[src/rtl/arb_requester.sv]
// rtl/arb_requester.sv - requester agent: command FIFO, req/grant handshake, one-cycle bus drive
// Optional starvation watchdog enabled by defining REQ_TIMEOUT_EN.
module arb_requester #(
  parameter int DATA_W  = 32,
  parameter int DEPTH   = 4,
  parameter int TIMEOUT = 64
) (
  input  logic                     clk,
  input  logic                     rst_n,
  input  logic                     cmd_valid,
  input  logic [DATA_W-1:0]        cmd_data,
  output logic                     cmd_ready,
  output logic                     req,
  input  logic                     grant,
  output logic                     bus_valid,
  output logic [DATA_W-1:0]        bus_data,
  output logic [$clog2(DEPTH):0]   level,
  output logic                     err_spurious,
  output logic                     err_timeout
);

  localparam int AW = $clog2(DEPTH);
  localparam int PW = AW + 1;

  logic [PW-1:0]     wr_ptr_q, wr_ptr_d;
  logic [PW-1:0]     rd_ptr_q, rd_ptr_d;
  logic [DATA_W-1:0] mem_q [DEPTH];
  logic [DATA_W-1:0] mem_d [DEPTH];
  logic              bus_valid_q, bus_valid_d;
  logic [DATA_W-1:0] bus_data_q, bus_data_d;
  logic              err_spurious_q, err_spurious_d;
  logic              empty, full, push, pop;

  // Pointer MSB is the wrap bit: equal index with differing wrap bits means full.
  assign empty = (wr_ptr_q == rd_ptr_q);
  assign full  = (wr_ptr_q[AW] != rd_ptr_q[AW]) && (wr_ptr_q[AW-1:0] == rd_ptr_q[AW-1:0]);
  assign push  = cmd_valid && !full;
  assign pop   = grant && !empty;

  assign cmd_ready    = !full;
  assign req          = !empty;
  assign level        = wr_ptr_q - rd_ptr_q;
  assign bus_valid    = bus_valid_q;
  assign bus_data     = bus_data_q;
  assign err_spurious = err_spurious_q;

  always_comb begin
    wr_ptr_d       = wr_ptr_q;
    rd_ptr_d       = rd_ptr_q;
    mem_d          = mem_q;
    bus_valid_d    = pop;
    bus_data_d     = bus_data_q;
    err_spurious_d = err_spurious_q || (grant && empty);
    if (push) begin
      mem_d[wr_ptr_q[AW-1:0]] = cmd_data;
      wr_ptr_d                = wr_ptr_q + PW'(1);
    end
    if (pop) begin
      bus_data_d = mem_q[rd_ptr_q[AW-1:0]];
      rd_ptr_d   = rd_ptr_q + PW'(1);
    end
  end

  always_ff @(posedge clk or negedge rst_n) begin
    if (!rst_n) begin
      wr_ptr_q       <= '0;
      rd_ptr_q       <= '0;
      mem_q          <= '{default: '0};
      bus_valid_q    <= 1'b0;
      bus_data_q     <= '0;
      err_spurious_q <= 1'b0;
    end else begin
      wr_ptr_q       <= wr_ptr_d;
      rd_ptr_q       <= rd_ptr_d;
      mem_q          <= mem_d;
      bus_valid_q    <= bus_valid_d;
      bus_data_q     <= bus_data_d;
      err_spurious_q <= err_spurious_d;
    end
  end

`ifdef REQ_TIMEOUT_EN
  localparam int            CW   = $clog2(TIMEOUT + 1);
  localparam logic [CW-1:0] TMAX = CW'(TIMEOUT);

  logic [CW-1:0] wait_cnt_q, wait_cnt_d;
  logic          err_timeout_q, err_timeout_d;

  // Counts cycles spent requesting without a grant; saturates at TMAX.
  always_comb begin
    wait_cnt_d    = wait_cnt_q;
    err_timeout_d = err_timeout_q;
    if (empty || grant) begin
      wait_cnt_d = '0;
    end else if (wait_cnt_q != TMAX) begin
      wait_cnt_d = wait_cnt_q + CW'(1);
    end
    if (wait_cnt_d == TMAX) begin
      err_timeout_d = 1'b1;
    end
  end

  always_ff @(posedge clk or negedge rst_n) begin
    if (!rst_n) begin
      wait_cnt_q    <= '0;
      err_timeout_q <= 1'b0;
    end else begin
      wait_cnt_q    <= wait_cnt_d;
      err_timeout_q <= err_timeout_d;
    end
  end

  assign err_timeout = err_timeout_q;
`else
  // TIMEOUT is meaningful only with the watchdog; this is constant 0.
  assign err_timeout = (TIMEOUT < 0);
`endif

endmodule

[config.mk]
export PLATFORM = sky130hd
export DESIGN_NAME = arb_requester
export DESIGN_NICKNAME = d
export VERILOG_FILES = /design/src/rtl/arb_requester.sv
export SDC_FILE = /design/constraint.sdc
export NUM_CORES = 1
export LEC_CHECK = 0
export BUFFER_PORTS_ARGS = -buffer_cell sky130_fd_sc_hd__buf_2
export CORE_UTILIZATION = 29
export DETAILED_ROUTE_END_ITERATION = 12
export PLACE_DENSITY = 0.52
export SYNTH_ARGS = -nofsm -noshare
export SYNTH_HDL_FRONTEND = slang
export SYNTH_SLANG_ARGS = --single-unit
[constraint.sdc]
create_clock -name clk -period 4.9 [get_ports clk]
set_clock_uncertainty 0.05 [all_clocks]
set_input_delay 0.245 -clock clk [delete_from_list [all_inputs] [get_ports clk]]
set_output_delay 0.245 -clock clk [all_outputs]
set_load 0.01 [all_outputs]
# Word-level counts from Yosys, hierarchy flattened
# Index checks and enable logic that the tools add are counted.
dict set report word_totals {
  ff_bits 168
  latchBits 0
  mem_bits_rw 0
  romBits 0
  input_bits 36
  output_inout_bits 40
  elab_cells 34
  mem_count 0
}
dict set report classes {
  addsub 3
  mul 0
  div_mod_pow 0
  order_cmp 3
  eq_ne 3
  n_shift 0
  muxes 6
  n_bitwise 2
  reduce_logical 8
}
# operator count
set ops {}
lappend ops {{bitwise mux 128 bit} 1}
lappend ops {{two-way mux 32 bit} 3}
lappend ops {{binary-select mux 32 bit (select 2 bit)} 1}
lappend ops {{demux 32 bit (select 2 bit)} 1}
lappend ops {{adder 3 x 1 -> 3 bit (second input constant)} 2}
lappend ops {{greater-or-equal comparator 3 bit (second input constant)} 2}
lappend ops {{NOT 2 -> 3 bit} 2}
lappend ops {{logical AND 1 bit} 5}
lappend ops {{== test 3 bit} 1}
lappend ops {{< comparator 3 x 1 -> 1 bit (second input constant)} 1}
lappend ops {{subtractor 3 bit} 1}
lappend ops {{== test 2 bit} 1}
lappend ops {{zero test 1 bit} 2}
lappend ops {{logical OR 1 bit} 1}
lappend ops {{inequality test 1 bit} 1}

# Logic depth before layout (Yosys ltp)
# Gate-level depths: netlist of run 1.
dict set report logic_depth {
  ltp_word 6
  mapped_depth 9
}

# Worst setup path before layout of run 1
# No wires, ideal clock.
dict set report synth_path {
  kind {register to register}
  start {register rd_ptr_q[1]}
  end {register mem_q[10] (netlist name)}
  setup_time_ns 0.125
  t_arrival_ns 2.474
  t_required_ns 4.725
  slack_ns 2.251
  stages_incl_launch_ff 10
  path_buffers 4
  period_less_slack_ns 2.649
  cell_sequence {dfrtp_1 clkbuf_1 clkbuf_1 inv_1 ha_1 and2_0 clkbuf_1 a21oi_4 buf_6 mux2_2}
}
dict set report synth_between {
  elab_chain_cells 4
}
# element line
set synth_lines {}
lappend synth_lines {{start, declared} 26} ;# logic [PW-1:0] rd_ptr_q, rd_ptr_d;
lappend synth_lines {{start signal, assigned} 74} ;# rd_ptr_q <= rd_ptr_d;
lappend synth_lines {{== test 2 bit} 36} ;# assign full = (wr_ptr_q[AW] != rd_ptr_q[AW]) && (wr_ptr_q[AW-1:0] == rd_ptr_q[AW-1:0]);
lappend synth_lines {{logical AND 1 bit} 36}
lappend synth_lines {{zero test 1 bit} 37} ;# assign push = cmd_valid && !full;
lappend synth_lines {{logical AND 1 bit} 37}
lappend synth_lines {{end signal, assigned} 75} ;# mem_q <= mem_d;
lappend synth_lines {{end, declared} 27} ;# logic [DATA_W-1:0] mem_q [DEPTH];
# No other way between the ends.
# A chain may end at the register's enable or synchronous reset.

# Worst setup path after layout of run 1
dict set report layout_path {
  start {register wr_ptr_q[0]}
  end {register mem_q[8] (netlist name)}
}
dict set report layout_between {
  elab_chain_cells 6
  elab_cells_between_ends 11
  classes_between {order compare (2); eq/ne (1); mux (3); bitwise (1); reduce/logical (4)}
}
# element line
set layout_lines {}
lappend layout_lines {{start, declared} 25} ;# logic [PW-1:0] wr_ptr_q, wr_ptr_d;
lappend layout_lines {{start signal, assigned} 73} ;# wr_ptr_q <= wr_ptr_d;
lappend layout_lines {{NOT 2 -> 3 bit (not written as such)} 55} ;# mem_d[wr_ptr_q[AW-1:0]] = cmd_data;
lappend layout_lines {{greater-or-equal comparator 3 bit (not written as such) or < comparator 3 x 1 -> 1 bit (tied branches)} 55}
lappend layout_lines {{logical AND 1 bit (not written as such)} 55}
lappend layout_lines {{two-way mux 32 bit (not written as such)} 55}
lappend layout_lines {{demux 32 bit (select 2 bit)} 55}
lappend layout_lines {{bitwise mux 128 bit} 55}
# Several ways; a longest one is shown, not always the timed one.

==> results.txt, run 1 <==
The tools report the leakage power of the design as 3.79 nW. The floorplan has 58 rows. Compared with the post-synthesis result, the final layout area differs by 17.6%. The mapped cell area was 7450 µm². Setup repair after global routing left no endpoint under its margin.

The tools report the final hold violation count as 0. In this design, the stage delay of the slowest critical-path cell is 840 ps. Chip height: 162 µm.

The accumulated negative setup slack came out at 0 ps. Power comes to 6.69 mW. The first detailed-routing pass ran for 4 iterations. The startpoint type of the worst setup path is a flop. The number of antenna violations at the first check in global routing was 1. The total number of H-tree levels was 4; the share of layout cells above drive strength 1 was 61.6%. The highest fanout seen on the critical path was 22. The most common cell after layout, fill and taps aside is dfrtp_1. The number of pins exceeding their max-slew limit in the final report was 0; the global placer's final weighted congestion was 0.688.

For this block, the initial DRC count from the detailed router was 100. The clock transition at the registers of the reported paths is 60 ps, and the slew at the pin closest to its max-slew limit is 930 ps. Entering global routing, the biggest net connects 82 pins.

After floorplanning, the core was sized to cover 25200 µm². The logs give 3250 ps for the arrival time at the worst endpoint and 0.406 mV for the maximum ir drop on the vdd rail. The number of buffer cells added on primary ports is 74, and the maximum clock rate is 333 MHz. The total clock sinks is 168.

The tools report the data required time at the worst endpoint as 5140 ps. Counting both buffers and inverters, the worst setup path holds a total of 2. Measured in cells, the most critical reg-to-reg path has a length of 6. Sorting the synthesized cells by area gives the leading types as dfrtp_1, mux2_2, mux4_2. The setup path with the least slack is of type reg -> reg.

For the number of top-level pins, the log shows 76. The floorplan step defined a die boundary enclosing 26300 µm². After detailed routing, the number of vias per cell comes to 4.55. The wire length reported by the detailed router came out at 15.6 mm. Final routed wire length divided by cell count: 18.4 µm. Global routing used 12.7% of the available tracks across all layers. The mean instance size in the synthesized netlist came out at 17.5 µm². The minimum setup slack in the final design is 1900 ps. The run gives 23 as the number of library cell types mapped by synthesis. At the placement stage, the worst setup path has a slack of 1880 ps. The root buffer cell was clkbuf_16. TritonCTS built the clock tree.

The worst relative slew slack is 37.9%, and the power per unit of standard cell area is 764 nW/µm². The tools report the residual antenna-violating net count after detailed routing as 0. For the clock latency on the worst-skew pair, the log shows 420 ps. Number of logic stages on the critical path including buffering: 6.

Gate family responsible for the most delay along the worst path: compound AO/OA/AOI/OAI gates. The sort of element at the end of the critical path is a flop. Once the clock tree was built, the resizer swapped 0 gates to a different size. After legalization and detailed placement, the total HPWL measured 9.75 mm.

The worst hold slack was 49.1 ps. The number of setup buffers added after CTS is 0. The run gives 469 as the number of nets produced by synthesis. After global routing the overflow that remains totals 0. The number of standard cells after synthesis is 425. The leading area contributor after synthesis was dfrtp_1. The sequential-to-total area share from yosys stat is 56.4%, and the number of cells on the worst hold path is 2. Die boundary width: 162 µm. For the finished layout, the period the worst path requires is 3000 ps.

The clock buffer count from CTS was 17. The run gives 547 as the number of nets at the end of the flow. The tools report the hold buffer count at cts as 1. For the via count of the first global-routing pass, the log shows 4275.

For this run, design rule violations remaining after detail routing come to 0. The count of vias placed by the detailed router was 3858. On the critical path, the stage with the largest delay is an instance of a21oi_4. Setup violations remaining at the end of the flow were counted as 0. The class of the tightest hold or removal check is in -> reg. After layout, the worst path uses 61.3% of the clock period.

The number of warnings issued by yosys was 0; the proportion of netlist area held by the largest area contributor was 56.4%. The run gives 2 as the maximum number of buffers from clock root to sink. The signal on the critical path passes through inv_1 -> ha_1 -> and2_0 -> a21oi_4 -> buf_4 -> mux2_2. Leaving out fill and tap cells, the most frequent cells in the layout are dfrtp_1, mux2_2, buf_2. For the number of max-capacitance violations reported, the log shows 0. The flow ran to the end, and the final reports show no timing, DRC or antenna violations. The run gives 29.6% as the initial standard-cell utilization of the core. The first global-routing pass estimated 25.0 mm of wire.

Synthesized flop and latch total: 168.
-- metal layers --
metal / vias to the layer above / share of wire (%) / GRT usage, %
li1: 1708 / - / -
met1: 2064 / 47 / 16.8
met2: 73 / 48 / 20.5
met3: 13 / 4.0 / 3.22
met4: 0 / 1.1 / 3.86
met5: - / 0 / 0
-- registers in the layout, summed over array words and instances (netlist names) --
name	flops
bus_data	32
bus_valid	1
err_spurious	1
mem_q	128
rd_ptr_q	3
wr_ptr_q	3
-- stage by stage --
step                instance area, µm²  utilization [%]  std cells
floorplan                         7450                -        425
global placement                  8100             32.1        813
detailed placement                8100             32.1        813
CTS                               8750             34.8        846
global route                      8750             34.8        846
finish                            8760             34.8        847
-- Yosys cell counts --
cell type    n
dfrtp_1    168
mux2_2     125
mux2_4      37
mux4_2      32
buf_6       15
ha_1         7
inv_1        7
clkbuf_1     6
nand2_1      6
a21oi_4      4
buf_2        3
xnor2_1      3
xor2_1       2
a21bo_2      1
a21o_1       1
and2_0       1
buf_4        1
conb_1       1
fa_1         1
nor2_1       1
o211ai_1     1
o21ai_4      1
xor2_4       1
-- where the power goes --
group	switching (mW)	internal, mW	leakage, nW
Sequential	0.374	2.12	1.99
Combinational	1.13	1.61	1.48
Clock	0.548	0.908	0.319
Total	2.05	4.64	3.79
-- cell families (layout without fill, tap and decap cells) --
logic type / after synthesis / count (layout) / share of synthesized area [%]
multiplexers: 194 / 194 / 36.0
flip-flops: 168 / 168 / 56.4
buffers and inverters: 32 / 123 / 3.22
adder cells (fa/ha/maj): 8 / 8 / 1.44
AO/OA/AOI/OAI: 8 / 8 / 1.43
AND/OR/NAND/NOR: 8 / 8 / 0.437
XOR/XNOR: 6 / 6 / 0.957
other: 1 / 2 / 0.0503
-- final cells by class --
| cell class | count | area [µm²] |
|---|---|---|
| diodes | 1 | 2.50 |
| clock buffers | 21 | 480 |
| clock inverters | 11 | 169 |
| fillers | 2411 | 16400 |
| inverters | 7 | 26.3 |
| multi-input cells | 225 | 3010 |
| flip-flops and latches | 168 | 4210 |
| well taps | 330 | 413 |
| repair buffers | 84 | 454 |
-- path summary, 6_finish.rpt --
check,startpoint,endpoint,slack [ps]
worst max register to register,wr_ptr_q[0],mem_q[8],1900
worst max-delay path,wr_ptr_q[0],mem_q[8],1900
worst min register to register,err_spurious,err_spurious,410
max in group asynchronous,rst_n,mem_q[72],3200
worst min-delay path,cmd_data[22],mem_q[54],50
min in group asynchronous,rst_n,bus_data[5],380
Power figures use the tool's default switching activity.
==> run 2: changes to the inputs <==
--- a/config.mk
+++ b/config.mk
@@ -5,10 +5,11 @@
 export SDC_FILE = /design/constraint.sdc
 export NUM_CORES = 1
 export LEC_CHECK = 0
+export ABC_AREA = 1
 export BUFFER_PORTS_ARGS = -buffer_cell sky130_fd_sc_hd__buf_2
 export CORE_UTILIZATION = 29
 export DETAILED_ROUTE_END_ITERATION = 12
-export PLACE_DENSITY = 0.52
+export PLACE_DENSITY = 0.53
 export SYNTH_ARGS = -nofsm -noshare
 export SYNTH_HDL_FRONTEND = slang
 export SYNTH_SLANG_ARGS = --single-unit
==> constraint.sdc (replaced) <==
create_clock -name clk -period 2.7 [get_ports clk]
set_clock_uncertainty 0.05 [all_clocks]
set_input_delay 0.135 -clock clk [delete_from_list [all_inputs] [get_ports clk]]
set_output_delay 0.135 -clock clk [all_outputs]
set_load 0.01 [all_outputs]
==> run 2 against run 1 <==
Die area rose by 10%. Combinational power rose by 98%. First-iteration DRC count increased to 4.9 times the previous value. Largest cell class unchanged. Largest power group unchanged.
==> results.txt, run 2 <==
The run finished with clean final reports. The leading area contributor after synthesis was dfrtp_1 (unchanged). Largest family of logic cells by synthesized area: simple AND/OR/NAND/NOR gates (was multiplexers).

The half-perimeter wire length of the detailed placement result was 13.2 mm (was 9.75 mm); the core region area was 27900 µm² (was 25200 µm²). The logs give 0 (unchanged) for the count of buffers added by post-CTS timing repair for setup and 0 (unchanged) for the detailed-route DRC error count. The wire length reported by the detailed router was 24.6 mm (was 15.6 mm).

The total overflow reported by the global router is 0 (unchanged), and the number of synthesized flops with an enable pin is 0 (unchanged). The minimum period implied by the final worst setup slack came out at 2470 ps. The worst hold slack was 18.4 ps (was 49.1 ps). The run gives 3.19% (was 3.22%) as the met3 routing resource usage after global routing. Most frequent cells after synthesis: nand2_1, dfrtp_1, nand4_1 (was dfrtp_1, mux2_2, mux2_4). The logs give 2290 ps (was 3250 ps) for the arrival time at the worst endpoint and 0.610 mV (was 0.406 mV) for the maximum ir drop on the vdd rail. The global placer's final weighted congestion was 0.721 (was 0.688). The antenna cell count is 0 (was 1), and the simple-gate portion of the synthesized area is 40.8% (was 0.437%). The number of flip-flops under the largest register name is 128 (unchanged), and the sequential-to-total area share from yosys stat is 51.1% (was 56.4%).

The post-route clock period utilization is 91.5%. Slew at the pin closest to its max-slew limit: 859 ps (was 930 ps). The data required time at the worst endpoint was 2520 ps (was 5140 ps). Commonest cells after routing, fill and taps aside: nand2_1, dfrtp_1, nand4_1 (was dfrtp_1, mux2_2, buf_2). The tools report the residual antenna-violating net count after detailed routing as 0 (unchanged). The number of rows in the core area is 61 (was 58), and the number of buffer cells added on primary ports is 74 (unchanged). The mean instance size in the synthesized netlist came out at 7.65 µm² (was 17.5 µm²). The share of the synthesized area in compound gates (AO/OA/AOI/OAI) was 0.289% (was 1.43%); the number of warnings issued by yosys was 0 (unchanged). The clock transition at the registers of the reported paths is 60 ps (about the same), and the final instance area is 9820 µm² (was 8760 µm²). Category of the most critical setup path: reg -> out (was reg -> reg).

The clock latency on the worst-skew pair is 420 ps (about the same). The count of vias placed by the detailed router was 7188 (was 3858). The tools report the number of top-level pins as 76 (unchanged). The XOR/XNOR share of the synthesized area is 0.213% (was 0.957%), and the number of iterations in the first detailed-routing pass is 5 (was 4).

The number of vias per cell after detailed routing came out at 4.71 (was 4.55). The global-route met1 utilization was 24.3% (was 16.8%). The top flip-flop cell by instance count after synthesis was dfrtp_1 (unchanged). The initial standard-cell utilization of the core was 29.5% (was 29.6%); the via count of the first global-routing pass was 7047 (was 4275). The share of flip-flops with an asynchronous set or reset is 100% (unchanged), and the wire length of the first global-routing pass is 39.8 mm (was 25.0 mm). The startpoint type of the worst setup path was a flop (unchanged).

For the final hold violation count, the log shows 0 (unchanged). The number of nets at the end of the flow is 1181 (was 547), and the die boundary width is 170 µm (was 162 µm). The highest fanout seen on the critical path was 133 (was 22). The tools report the sort of element at the end of the critical path as a primary output (was a flop). Largest register by flop count: mem_q (unchanged). The total number of H-tree levels came out at 4 (unchanged). The total clock sinks is 168 (unchanged), and the multiplexer share of the synthesized area is 0% (was 36.0%). The tools report the iteration-0 DRC count of the detailed router as 494 (was 100).

The number of max-capacitance violations reported was 0 (unchanged); the adder-cell share of the synthesized area was 1.31% (was 1.44%). Post-synthesis to final-layout area growth: 19.4% (was 17.6%). The tools report the clock buffer count from CTS as 17 (unchanged).

The number of standard cells after synthesis is 1075 (was 425). The final setup violation count came out at 0 (unchanged). The number of library cell types mapped by synthesis was 21 (was 23). Setup repair after global routing left no endpoint under its margin.

The proportion of netlist area held by the largest area contributor was 51.1% (was 56.4%); the mapped cell area was 8220 µm² (was 7450 µm²). The tools report the die area as 29000 µm² (was 26300 µm²). The run gives 0 (unchanged) as the number of pins exceeding their max-slew limit in the final report.

TritonCTS built the clock tree. The share of layout cells above drive strength 1 works out to 11.7% (was 61.6%). The number of nets produced by synthesis was 1119 (was 469); the leakage power of the design was 5.37 nW (was 3.79 nW).

Largest cells by area after synthesis: dfrtp_1, nand2_1, nand4_1 (was dfrtp_1, mux2_2, mux4_2). The accumulated negative setup slack is 0 ps (unchanged), and the power per unit of standard cell area is 1250 nW/µm² (was 764 nW/µm²). Class of the tightest hold or removal check: in -> reg (unchanged). The tools report the root buffer cell as clkbuf_16 (unchanged).

Static timing analysis puts the maximum clock frequency at 405 MHz. The global router's overall resource usage came out at 17.8% (was 12.7%). The most common cell in the synthesized netlist is nand2_1 (was dfrtp_1). The tools report the number of fill cells in the layout as 3000 (was 2411).

The most common cell after layout, fill and taps aside is nand2_1 (was dfrtp_1). The logs give 134 (was 82) for the largest net degree at the start of global routing and 2 (unchanged) for the maximum number of buffers from clock root to sink. Most crowded layer after global routing: met2 (unchanged). Worst relative slew slack: 42.8% (was 37.9%).

The met2 routing resource usage after global routing is 29.5% (was 20.5%), and the synthesized flop and latch total is 168 (unchanged). The chip height is 170 µm (was 162 µm). The final routed wire length divided by cell count is 16.1 µm (was 18.4 µm), and the number of antenna violations at the first check in global routing is 0 (was 1). For the instance area at placement, the log shows 8860 µm² (was 8100 µm²).
-- run 2: metal layers --
metal  vias to the layer above  part of all wire (%)
met2                       153                    49
met3                        12                   4.0
met1                      3460                    47
li1                       3563                     -
met5                         -                     0
met4                         0                  0.69
-- run 2: repair_timing --
action,CTS,global route
hold buffers,33,0
hold endpoints to repair,168,0
gates resized for setup,0,0
-- run 2: final timing paths --
check | from | endpoint | slack (ps) | cells after the start
max in group asynchronous | rst_n | rd_ptr_q[0] | 1660 | 3
min | grant | err_spurious | 20 | 3
max | wr_ptr_q[0] | cmd_ready | 230 | 7
min reg2reg | mem_q[33] | mem_q[33] | 420 | 2
max reg2reg | wr_ptr_q[0] | mem_q[25] | 670 | 8
min in group asynchronous | rst_n | mem_q[2] | 150 | 2
-- run 2: cell families (layout without fill, tap and decap cells) --
kind of cell               after synthesis  after routing
AOI/OAI and AO/OA                        2              2
xor gates and xnor gates                 2              2
adders and majority gates                8              8
buffers and inverters                   96            170
DFF                                    168            168
other                                    1              1
and+or+nand+nor                        798            798
-- run 2: report_power, final --
group          switching, mW  internal [mW]
Sequential             0.571           3.65
Combinational           3.73           1.69
Clock                   1.01           1.66
Total                   5.31           7.00
-- run 2: critical path, cell delays in order (launching register included) --
cell and delay, ps:
dfrtp_1 400, inv_1 110, ha_1 310, nand2_1 80
inv_2 60, nand3_4 100, buf_12 450, buf_2 240
-- run 2: stage by stage --
step	setup WS, ps	std cells	total power [mW]	util (%)
after floorplan	618	1075	8.08	-
after global placement	741	1463	9.64	31.8
after detailed placement	713	1463	9.71	31.8
after CTS	264	1527	12.4	35.2
after global routing	102	1527	13.4	35.2
final	229	1527	12.3	35.2
-- run 2: layout make-up --
class | count | area (µm²) | share of cell area, %
multi-input combinational | 811 | 3510 | 35.8
inverter | 10 | 37.5 | 0.382
tap | 378 | 473 | 4.82
clock buffer | 22 | 454 | 4.63
sequential | 168 | 4210 | 42.8
clock inverter | 9 | 173 | 1.76
timing repair buffer | 129 | 962 | 9.80
==> run 3: changes to the inputs <==
--- a/config.mk
+++ b/config.mk
@@ -10,6 +10,7 @@
 export CORE_UTILIZATION = 29
 export DETAILED_ROUTE_END_ITERATION = 12
 export PLACE_DENSITY = 0.53
+export RECOVER_POWER = 50
 export SYNTH_ARGS = -nofsm -noshare
 export SYNTH_HDL_FRONTEND = slang
 export SYNTH_SLANG_ARGS = --single-unit
==> run 3 against run 2 <==
Worst setup slack got worse by 17 ps. Total power fell by 0.29%. Hold slack about the same. Via count shrank 0.15%. First-iteration DRC count rose by 14%. Sequential share of layout area is 0.19 points higher. Cell count stayed put. Flip-flop and latch count unchanged. Sequential power about the same. Largest power group unchanged. Highest routed layer unchanged.
==> results.txt, run 3 (synthesis gave the netlist of run 2 again) <==
Minimum period implied by the final worst setup slack: 2490 ps (was 2470 ps). The arrival time at the worst endpoint is 2300 ps (was 2290 ps), and the number of nets at the end of the flow is 1181 (unchanged). Commonest cells after routing, fill and taps aside: nand2_1, dfrtp_1, nand4_1 (unchanged). The number of max-capacitance violations reported was 0 (unchanged); the chip height was 170 µm (unchanged). For the number of rows in the core area, the log shows 61 (unchanged). The count of vias placed by the detailed router is 7177 (was 7188), and the share of layout cells above drive strength 1 is 10.0% (was 11.7%). The wire length reported by the detailed router came out at 24.5 mm (was 24.6 mm). The tools report the sort of element at the end of the critical path as a primary output (unchanged). The number of pins exceeding their max-slew limit in the final report was 0 (unchanged).

The run gives 2520 ps (about the same) as the data required time at the worst endpoint. The maximum clock rate was 402 MHz (was 405 MHz). The final hold violation count was 0 (unchanged).

The category of the most critical setup path is reg -> out (unchanged). The power per unit of standard cell area is 1260 nW/µm² (was 1250 nW/µm²). The number of cells on the worst hold path came out at 3 (unchanged). The tools report the number of antenna violations at the first check in global routing as 0 (unchanged).

The logs give 430 ps (was 420 ps) for the clock latency on the worst-skew pair and 4 (unchanged) for the total number of H-tree levels. The number of iterations in the first detailed-routing pass was 5 (unchanged). The detailed-route DRC error count is 0 (unchanged), and the die boundary width is 170 µm (unchanged). The number of flip-flops under the largest register name works out to 128 (unchanged). The post-synthesis to final-layout area growth is 18.9% (was 19.4%), and the number of top-level pins is 76 (unchanged). The run gives 0 (unchanged) as the final setup violation count. The number of gates given a new drive strength after cts came out at 0 (unchanged). The tools report the largest net degree at the start of global routing as 134 (unchanged). The most common cell after layout, fill and taps aside is nand2_1 (unchanged). The tools report the initial standard-cell utilization of the core as 29.5% (unchanged). TritonCTS built the clock tree.

The highest fanout seen on the critical path is 133 (unchanged), and the clock buffer count from CTS is 17 (unchanged). The maximum ir drop on the vdd rail came out at 0.609 mV (was 0.610 mV). The logs give 0 (unchanged) for the residual antenna-violating net count after detailed routing and 0 ps (unchanged) for the accumulated negative setup slack. The final routed wire length divided by cell count works out to 16.1 µm (about the same). The global router's overall resource usage came out at 17.8% (unchanged).

For the final core utilization, the log shows 35.1% (was 35.2%). The root buffer cell is clkbuf_16 (unchanged). The flow ran to the end, and the final reports show no timing, DRC or antenna violations. The global placer's final weighted congestion came out at 0.721 (unchanged). The total overflow reported by the global router was 0 (unchanged).

Clock transition at the registers of the reported paths: 60 ps (about the same). The via count of the first global-routing pass is 7047 (unchanged), and the antenna cell count is 0 (unchanged). Setup repair after global routing left no endpoint under its margin.

The iteration-0 DRC count of the detailed router was 561 (was 494). The maximum number of buffers from clock root to sink was 2 (unchanged). Class of the tightest hold or removal check: in -> reg (unchanged). The number of buffer cells added on primary ports was 74 (unchanged); the worst reg-to-reg path cell count was 8 (unchanged). For the die area, the log shows 29000 µm² (unchanged).

The post-route clock period utilization came out at 92.2% (was 91.5%). Core region area: 27900 µm² (unchanged). The number of vias per cell after detailed routing works out to 4.70 (was 4.71). The largest register by flop count is mem_q (unchanged). The logs give 13.2 mm (unchanged) for the half-perimeter wire length of the detailed placement result and 5.30 nW (was 5.37 nW) for the leakage power of the design. The startpoint type of the worst setup path is a flop (unchanged). The wire length of the first global-routing pass was 39.8 mm (unchanged); the total clock sinks was 168 (unchanged). Slew at the pin closest to its max-slew limit: 1180 ps (was 859 ps). The worst relative slew slack was 21.5% (was 42.8%).
-- run 3: layout make-up --
cell class                 instances  area, µm²
fill                            3009      18100
clock inverter                     9        173
multi-input combinational        811       3510
sequential                       168       4210
tap                              378        473
clock buffer                      22        454
timing repair buffer             129        918
inverter                          10       37.5
-- run 3: critical path, cell delays in order (launching register included) --
cell	delay [ps]
dfrtp_1	400
inv_1	110
ha_1	310
nand2_1	80
inv_2	60
nand3_4	100
buf_12	450
buf_2	240
-- run 3: metrics by stage --
step           power (mW)  worst slack (ps)  instances  instance area, µm²  hold WS, ps
6_report             12.3               212       1527                9780         18.1
5_1_grt              13.3               102       1527                9780         21.9
4_1_cts              12.4               264       1527                9820         4.02
3_5_place_dp         9.71               713       1463                8860         45.8
3_3_place_gp         9.64               741       1463                8860         44.1
2_1_floorplan        8.08               618       1075                8220         -211
-- run 3: final timing paths --
kind,startpoint,endpoint,slack [ps]
min in group asynchronous,rst_n,mem_q[2],430
max in group asynchronous,rst_n,mem_q[112],720
setup / recovery,wr_ptr_q[0],cmd_ready,210
hold reg to reg,mem_q[33],mem_q[33],420
hold / removal,grant,err_spurious,20
setup reg to reg,wr_ptr_q[0],mem_q[25],660
-- run 3: power by group --
group | internal, mW | switching (mW)
Sequential | 3.65 | 0.576
Clock | 1.66 | 1.01
Combinational | 1.66 | 3.72
Total | 6.97 | 5.30
-- run 3: repair_timing --
item | CTS | global route
endpoints found under the hold margin | 168 | 0
hold buffers | 33 | 0
setup buffers | 0 | 0
-- run 3: metal layers --
metal  wire (µm)  up-vias  track usage [%]
met5           0        -                0
met4         190        0             3.64
met3        1060       14             3.19
met2       11900      154             29.5
met1       11400     3444             24.3
li1            -     3565                -
